## src/rtl/fsk_modulator_if.sv

```systemverilog
// Byte handshake between an upstream source and the FSK modulator.
//   data_in    : byte offered by the source
//   data_valid : source has a byte
//   data_ready : modulator accepts a byte this cycle
interface fsk_modulator_if;
  logic [7:0] data_in;
  logic       data_valid;
  logic       data_ready;

  modport master (output data_in, output data_valid, input data_ready);
  modport slave  (input data_in, input data_valid, output data_ready);
endinterface

```

## src/rtl/fsk_modulator.sv

```systemverilog
// Framed binary FSK modulator: start bit, 8 data bits LSB first, stop bit,
// each held BAUD_DIV cycles as a phase-continuous mark/space square wave.
//   clk_in    : 5 MHz clock from the divider
//   reset     : synchronous, active-high
//   bus       : byte handshake (slave side)
//   fsk_out   : modulated square wave
//   bit_out   : symbol currently being sent
//   tx_active : high while a frame is in progress
module fsk_modulator #(
  parameter int unsigned BAUD_DIV   = 5000,
  parameter int unsigned MARK_HALF  = 1250,
  parameter int unsigned SPACE_HALF = 2500
) (
  input  logic             clk_in,
  input  logic             reset,
  fsk_modulator_if.slave   bus,
  output logic             fsk_out,
  output logic             bit_out,
  output logic             tx_active
);

  localparam int unsigned BAUD_W   = $clog2(BAUD_DIV);
  localparam int unsigned TONE_MAX = (MARK_HALF > SPACE_HALF) ? MARK_HALF : SPACE_HALF;
  localparam int unsigned TONE_W   = (TONE_MAX > 1) ? $clog2(TONE_MAX) : 1;

  localparam logic [BAUD_W-1:0] BAUD_LAST  = BAUD_W'(BAUD_DIV - 1);
  localparam logic [TONE_W-1:0] MARK_LAST  = TONE_W'(MARK_HALF - 1);
  localparam logic [TONE_W-1:0] SPACE_LAST = TONE_W'(SPACE_HALF - 1);

  typedef enum logic [1:0] {IDLE, START, DATA, STOP} state_t;

  state_t             state;
  logic [BAUD_W-1:0]  baud_cnt;
  logic [TONE_W-1:0]  tone_cnt;
  logic [2:0]         bit_idx;
  logic [7:0]         data_q;
  logic               data_ready_q;

  logic               baud_end_c;
  logic               tone_end_c;
  logic [TONE_W-1:0]  half_last_c;

  assign bus.data_ready = data_ready_q;

  // Tone half-period follows the symbol currently on bit_out.
  always_comb begin
    half_last_c = bit_out ? MARK_LAST : SPACE_LAST;
    baud_end_c  = (baud_cnt == BAUD_LAST);
    tone_end_c  = (tone_cnt == half_last_c);
  end

  // Frame sequencer, baud timing and tone generation.
  always_ff @(posedge clk_in) begin
    if (reset) begin
      state        <= IDLE;
      baud_cnt     <= '0;
      tone_cnt     <= '0;
      bit_idx      <= '0;
      data_q       <= '0;
      data_ready_q <= 1'b0;
      fsk_out      <= 1'b0;
      bit_out      <= 1'b0;
      tx_active    <= 1'b0;
    end else begin
      case (state)
        IDLE: begin
          data_ready_q <= 1'b1;
          tx_active    <= 1'b0;
          fsk_out      <= 1'b0;
          bit_out      <= 1'b0;
          if (bus.data_valid && data_ready_q) begin
            data_q       <= bus.data_in;
            baud_cnt     <= '0;
            tone_cnt     <= '0;
            bit_idx      <= '0;
            data_ready_q <= 1'b0;
            tx_active    <= 1'b1;
            state        <= START;
          end
        end
        default: begin
          if (baud_end_c) begin
            // Bit boundary: restart tone phase, hold fsk_out level.
            baud_cnt <= '0;
            tone_cnt <= '0;
            if (state == START) begin
              state   <= DATA;
              bit_idx <= '0;
              bit_out <= data_q[0];
            end else if (state == DATA) begin
              if (bit_idx == 3'd7) begin
                state   <= STOP;
                bit_out <= 1'b1;
              end else begin
                bit_idx <= bit_idx + 3'd1;
                bit_out <= data_q[bit_idx + 3'd1];
              end
            end else begin
              state        <= IDLE;
              tx_active    <= 1'b0;
              data_ready_q <= 1'b1;
              fsk_out      <= 1'b0;
              bit_out      <= 1'b0;
            end
          end else begin
            baud_cnt <= baud_cnt + BAUD_W'(1);
            if (tone_end_c) begin
              tone_cnt <= '0;
              fsk_out  <= ~fsk_out;
            end else begin
              tone_cnt <= tone_cnt + TONE_W'(1);
            end
          end
        end
      endcase
    end
  end

endmodule

```

## src/flat_wrapper.sv

```systemverilog
// flat-port wrapper written by rule: the top's interface ports become plain ports
module fsk_modulator_flat 
#(
  parameter int unsigned BAUD_DIV   = 5000,
  parameter int unsigned MARK_HALF  = 1250,
  parameter int unsigned SPACE_HALF = 2500
)
  (clk_in, reset, fsk_out, bit_out, tx_active, bus_data_in, bus_data_valid, bus_data_ready);
  fsk_modulator_if bus_i ();
  input  logic clk_in;
  input  logic reset;
  output logic fsk_out;
  output logic bit_out;
  output logic tx_active;
  input wire logic [$bits(bus_i.data_in)-1:0] bus_data_in;
  input wire logic [$bits(bus_i.data_valid)-1:0] bus_data_valid;
  output wire logic [$bits(bus_i.data_ready)-1:0] bus_data_ready;
  assign bus_i.data_in = bus_data_in;
  assign bus_i.data_valid = bus_data_valid;
  assign bus_data_ready = bus_i.data_ready;
  fsk_modulator #(.BAUD_DIV(BAUD_DIV), .MARK_HALF(MARK_HALF), .SPACE_HALF(SPACE_HALF)) u_core (.clk_in(clk_in), .reset(reset), .bus(bus_i), .fsk_out(fsk_out), .bit_out(bit_out), .tx_active(tx_active));
endmodule
```

## config.mk

```make
export PLATFORM = sky130hd
export DESIGN_NAME = fsk_modulator_flat
export DESIGN_NICKNAME = d
export VERILOG_FILES = /design/src/rtl/fsk_modulator_if.sv /design/src/rtl/fsk_modulator.sv /design/src/flat_wrapper.sv
export SDC_FILE = /design/constraint.sdc
export NUM_CORES = 1
export LEC_CHECK = 0
export BUFFER_PORTS_ARGS = -buffer_cell sky130_fd_sc_hd__buf_2
export CAP_MARGIN = 20
export CORE_ASPECT_RATIO = 0.9
export CORE_UTILIZATION = 50
export CTS_CLUSTER_DIAMETER = 80
export DETAILED_ROUTE_END_ITERATION = 10
export GPL_TIMING_DRIVEN = 0
export PLACE_DENSITY = 0.68
export SYNTH_ARGS = -nofsm -noshare
export SYNTH_HDL_FRONTEND = slang
export SYNTH_SLANG_ARGS = --single-unit
export TNS_END_PERCENT = 20
```

## constraint.sdc

```tcl
create_clock -name clk_in -period 3.2 [get_ports clk_in]
set_input_delay 0.64 -clock clk_in [delete_from_list [all_inputs] [get_ports clk_in]]
set_output_delay 0.64 -clock clk_in [all_outputs]
set_load 0.005 [all_outputs]
```

==> flow_metrics.tcl, run 1 <==
set metrics [dict create \
    drv_slew 0 \
    dieArea_mm2 0.004602 \
    synthesis.nets 286 \
    seqCellArea_um2 840.8 \
    antenna_found_initial 0 \
    clockPowerShare 0.234 \
    hold_path.class "register to register" \
    rows 22 \
    synth_edf_count 0 \
    worstSetupStartpoint "u_core.baud_cnt[0]" \
    fmax_ghz 0.3935 \
    min_period_ns 2.541 \
    fp.dieH_um 64.46 \
    num_vias 2035 \
    cts_root_buf "clkbuf_8" \
    ir_drop_v 0.0002868 \
    end_kind "register" \
    leakage_nw 0.7775 \
    detail-route-antenna-nets 0 \
    fin_skew_ns 0.007864 \
    min_from "u_core.data_q[7]" \
    r2r-end "u_core.baud_cnt[7]" \
    critPathArrivalTime_ns 2.70 \
    start_kind "register" \
    yosysUniqueCellTypes 37 \
    fill_cells 392 \
    drive_above_1_share 0.09310 \
    hold_depth 2 \
    synth_area_leader_cell "dfxtp_1" \
    worst_path_max_delay_cell "or4b_1" \
    synthFlopType "dfxtp_1" \
    fin_util 0.5785 \
    drc 2 \
    synth_top_area_frac 0.3880 \
    grt_pass1_vias 1812 \
    final_common_cell "nand2_1" \
    clk_pin_slew_ns 0.08 \
    cts_tree "done" \
    cellPowerDensity_mw_per_mm2 636.9 \
    p_sw_frac 0.3953 \
    die_w_um 71.40 \
    worst_pin_slew_ns 0.8755 \
    cts_setup_buffers 0 \
    viasPerCell 6.021 \
    internal_power_uw 919.9 \
    reg2regPathDepth 7 \
    rrSetupSlack_ns 0.66 \
    critPathMaxStageDelay_ns 0.52 \
    worst-path-max-fanout 10 \
    syn_inst 268 \
    floorplan.initialDensity 0.5248 \
    track_usage 0.2461 \
    cts_sinks 42 \
    cts_resized 0 \
    ios 15 \
    drt_iter0_drc 199 \
    cts_buffers 5 \
    required_ns 3.36 \
    rsz0062_at_grt "false" \
    r2r-start "u_core.baud_cnt[0]" \
    gp_congestion 0.8130 \
    switchingPower_uw 601.4 \
    hold_viol 0 \
    yosys_register_bits 42 \
    holdPathEnd "u_core.data_q[7]" \
    synth_warnings 0 \
    grt_max_degree 13 \
    wl_per_cell_um 14.97 \
    setup_violations 0 \
    num_antenna_cells 0 \
    synthTopCellsByArea "dfxtp_1 (39%), nand2_1 (7.6%), a21oi_1 (5.3%), nand3_1 (4.4%), nor2_1 (4.3%)" \
    violations "design-rule violations" \
    multi_input_area_mm2 0.001266 \
    final.setup.tns_ns 0 \
    io_buffers 13 \
    relSlewSlack 0.4164 \
    syn2layout_area_growth_pct 10.22 \
    pwr-share-comb 0.353 \
    dp_hpwl_um 3637 \
    grt_pass1_wl_um 8721 \
    syn_area_per_cell_um2 8.086 \
    synth_seq_area_share 0.3880 \
    async_flop_share 0 \
    drt_pass1_iterations 7 \
    drv_cap 0 \
    wirelength_um 5060 \
    cts_htree_levels 2 \
    seqPwrFrac 0.412 \
    status "finished, violations left" \
    crit_chain "ha_1 -> or4b_1 -> o41ai_1 -> clkbuf_1 -> o21ai_0 -> a21oi_1 -> nor2_1" \
    final_cell_mix "nand2_1 (44), dfxtp_1 (42), nor2_1 (25)" \
    nets 307 \
    cts_hold_buffers 0 \
    syn_area_mm2 0.002167 \
    clk_latency_ns 0.30 \
    finalCritPeriodShare 0.7941 \
    worst-setup-path-type "register to register" \
    grt_overflow 0 \
    core_mm2 0.004129 \
    cts_max_path_buffers 2 \
]
-- routing by layer --
metal	vias up	share of wire	global-route usage
li1	1029	-	-
met1	971	0.49	0.3418
met2	30	0.46	0.3833
met3	5	0.031	0.04199
met4	0	0.014	0.09000
met5	-	0	0
-- Yosys cell counts, drive strengths merged, types with 4 or more instances --
master  count
nor3        6
nor2       25
a31oi       7
ha          7
and3        4
nor2b       4
o21ai      13
mux2i       4
dfxtp      42
inv         5
or3         6
nand2      44
a311oi      9
nand3      19
a21oi      23
clkbuf     11
-- layout make-up --
| cell class | count | share of cell area |
|---|---|---|
| clock buffers | 7 | 0.03614 |
| inverters | 5 | 0.007858 |
| well taps | 48 | 0.02514 |
| flip-flops and latches | 42 | 0.3520 |
| clock inverters | 1 | 0.002095 |
| plain buffers | 11 | 0.01729 |
| multi-input cells | 210 | 0.5301 |
| repair buffers | 14 | 0.02933 |
-- worst max path at each step --
stage                          to
3_5_place_dp      u_core.state[1]
4_1_cts           u_core.state[1]
3_3_place_gp      u_core.state[1]
6_report       u_core.baud_cnt[7]
2_1_floorplan   u_core.bit_idx[0]
5_1_grt        u_core.baud_cnt[7]
-- cell families (layout without fill, tap and decap cells) --
| kind of cell | Yosys count | count (layout) | share of synthesized area |
|---|---|---|---|
| and+or+nand+nor | 130 | 130 | 0.2933 |
| AOI/OAI and AO/OA | 67 | 67 | 0.2113 |
| DFF | 42 | 42 | 0.3880 |
| buffers and inverters | 16 | 38 | 0.02771 |
| adders and majority gates | 7 | 7 | 0.04041 |
| muxes | 6 | 6 | 0.03926 |
-- power groups by stage --
stage	clock network, mW	registers [mW]	logic [mW]
4_1_cts	0.363	0.626	0.542
6_report	0.357	0.627	0.537
3_3_place_gp	0	0.637	0.530
2_1_floorplan	0	0.625	0.391
3_5_place_dp	0	0.638	0.540
5_1_grt	0.385	0.636	0.604
-- flip-flops by register name, indices dropped and copies added, names as in the netlist --
register and cells:
u_core.data_q 8, u_core.bit_out 1, u_core.bus.data_ready 1, u_core.baud_cnt 13, u_core.tx_active 1, u_core.bit_idx 3
u_core.state 2, u_core.fsk_out 1, u_core.tone_cnt 12
-- worst max-delay path: cells and delay by family (launching register included) --
family,cells,cell delay [ns]
compound gates,3,0.77
simple gates,2,0.58
buf+inv,1,0.42
flops,1,0.41
fa+ha+maj,1,0.22
-- through the flow --
| step | worst slack, ns | hold WS [ns] | instance area [µm²] | power (mW) | instances |
|---|---|---|---|---|---|
| after floorplan | 0.8958 | 0.4331 | 2167 | 1.016 | 268 |
| after global placement | 0.5349 | 0.4426 | 2292 | 1.167 | 329 |
| after detailed placement | 0.5422 | 0.4472 | 2292 | 1.178 | 329 |
| after CTS | 0.5042 | 0.4587 | 2384 | 1.532 | 337 |
| after global routing | 0.5074 | 0.4872 | 2389 | 1.625 | 338 |
| final | 0.6588 | 0.4589 | 2389 | 1.521 | 338 |
Power figures use the tool's default switching activity.
==> inputs of run 2 (changes only) <==
- PLACE_DENSITY: 0.68 -> 0.71
- clock period: 3.2 -> 2.31 ns (I/O delays scaled with it)
==> flow_metrics.tcl, run 2 (synthesis gave the netlist of run 1 again) <==
set metrics [dict create \
    cts_max_path_buffers 2 \
    dieArea_mm2 0.004602 \
    fin_hold_ws_ns 0.3967 \
    cts_tree "done" \
    setup_violations 0 \
    worst_pin_slew_ns 0.6104 \
    rrSetupSlack_ns 0.08 \
    end_kind "register" \
    fin_skew_ns 0.01021 \
    r2r-end "u_core.tone_cnt[1]" \
    gp_congestion 0.8270 \
    worstSetupStartpoint "u_core.baud_cnt[1]" \
    drt_iter0_drc 158 \
    nets 308 \
    antenna_found_initial 0 \
    hold_viol 0 \
    wl_per_cell_um 14.70 \
    io_buffers 13 \
    relSlewSlack 0.5899 \
    clk_latency_ns 0.30 \
    cts_sinks 42 \
    clk_pin_slew_ns 0.08 \
    ios 15 \
    min_period_ns 2.232 \
    drv_slew 0 \
    syn2layout_area_growth_pct 13.63 \
    cts_root_buf "clkbuf_8" \
    worst-path-max-fanout 10 \
    status "finished, violations left" \
    die_w_um 71.40 \
    worstSetupEndpoint "u_core.tone_cnt[1]" \
    track_usage 0.2369 \
    start_kind "register" \
    required_ns 2.47 \
    grt.busiest_layer "met2" \
    cts_hold_buffers 0 \
    drive_above_1_share 0.1340 \
    worst-setup-path-type "register to register" \
    fin_util 0.5964 \
    regMostFlops "u_core.baud_cnt" \
    detail-route-antenna-nets 0 \
    largest_register_ffs 13 \
    dp_hpwl_um 3491 \
    wirelength_um 4984 \
    final_common_cell "nand2_1" \
    grt_util_met3 0.04355 \
    critPathArrivalTime_ns 2.39 \
    grt_max_degree 13 \
    grt_overflow 0 \
    cts_htree_levels 2 \
    viasPerCell 6.127 \
    grt_pass1_vias 1875 \
    num_vias 2077 \
    core_mm2 0.004129 \
    violations "design-rule violations" \
    leakage_nw 0.8195 \
    rows 22 \
    min_from "bus_data_in[4]" \
    num_antenna_cells 0 \
    rsz0062_at_grt "false" \
    r2r-start "u_core.baud_cnt[1]" \
    reg2regPathDepth 7 \
    fp.dieH_um 64.46 \
    hold_path.class "input port to register" \
    met1_usage 0.3112 \
    met2_usage 0.3857 \
    finalCritPeriodShare 0.9663 \
    grt_pass1_wl_um 8562 \
    ir_drop_v 0.0004161 \
    drt_pass1_iterations 7 \
    final_cell_mix "nand2_1 (44), dfxtp_1 (40), nor2_1 (25)" \
    drc 1 \
    largest_registers "u_core.baud_cnt (13), u_core.tone_cnt (12), u_core.data_q (8)" \
    cts_buffers 5 \
    cellPowerDensity_mw_per_mm2 906.6 \
    floorplan.initialDensity 0.5248 \
    drv_cap 0 \
    fmax_ghz 0.4480 \
]
## run 2: critical path, stage by stage, from the launching register on
cell and delay (ns):
dfxtp_1 0.38, ha_2 0.21, or4b_4 0.51, o41a_4 0.44
o21a_1 0.14, buf_2 0.18, a22oi_1 0.17, nor2_1 0.06
## run 2: repair_timing
item | 4_1_cts | 5_1_grt
resized for setup | 11 | 6
setup buffers | 2 | 0
hold endpoints to repair | 0 | 0
setup endpoints to repair | 31 | 19
pin swaps | 2 | 0
## run 2: metal layers
metal,vias up,routed length (µm)
li1,1039,-
met1,962,2400
met2,64,2214
met3,12,256
met4,0,112
met5,-,0
## run 2: worst min-delay path by stage
| stage | to | slack (ns) | depth (start not counted) |
|---|---|---|---|
| after floorplan | u_core.data_q[4] | 0.43 | 2 |
| after CTS | u_core.data_q[7] | 0.40 | 3 |
| final | u_core.data_q[4] | 0.40 | 3 |
| after detailed placement | u_core.data_q[2] | 0.45 | 2 |
| after global routing | u_core.data_q[0] | 0.40 | 3 |
| after global placement | u_core.data_q[7] | 0.44 | 2 |
## run 2: cell type report
| type | instances | area [µm²] |
|---|---|---|
| plain buffers | 11 | 47.55 |
| clock inverters | 1 | 30.03 |
| fillers | 383 | 1667 |
| well taps | 48 | 60.06 |
| inverters | 5 | 18.77 |
| flip-flops and latches | 42 | 843.3 |
| clock buffers | 7 | 76.32 |
| multi-input cells | 210 | 1306 |
| repair buffers | 15 | 80.08 |
## run 2: per-stage QoR
stage | setup TNS, ns | cell area (µm²) | cells | setup WS [ns] | total power [mW]
2_1_floorplan | 0 | 2167 | 268 | 0.005825 | 1.408
3_3_place_gp | -2.913 | 2292 | 329 | -0.3418 | 1.613
3_5_place_dp | -2.989 | 2292 | 329 | -0.3698 | 1.621
4_1_cts | 0 | 2454 | 339 | 0.006482 | 2.235
5_1_grt | 0 | 2462 | 339 | 0.002503 | 2.371
6_report | 0 | 2462 | 339 | 0.07778 | 2.232
## run 2: power breakdown
part	total (mW)	switching (mW)	internal [mW]
Sequential	0.870	0.0747	0.796
Combinational	0.794	0.511	0.283
Clock	0.568	0.245	0.323
Total	2.23	0.830	1.40
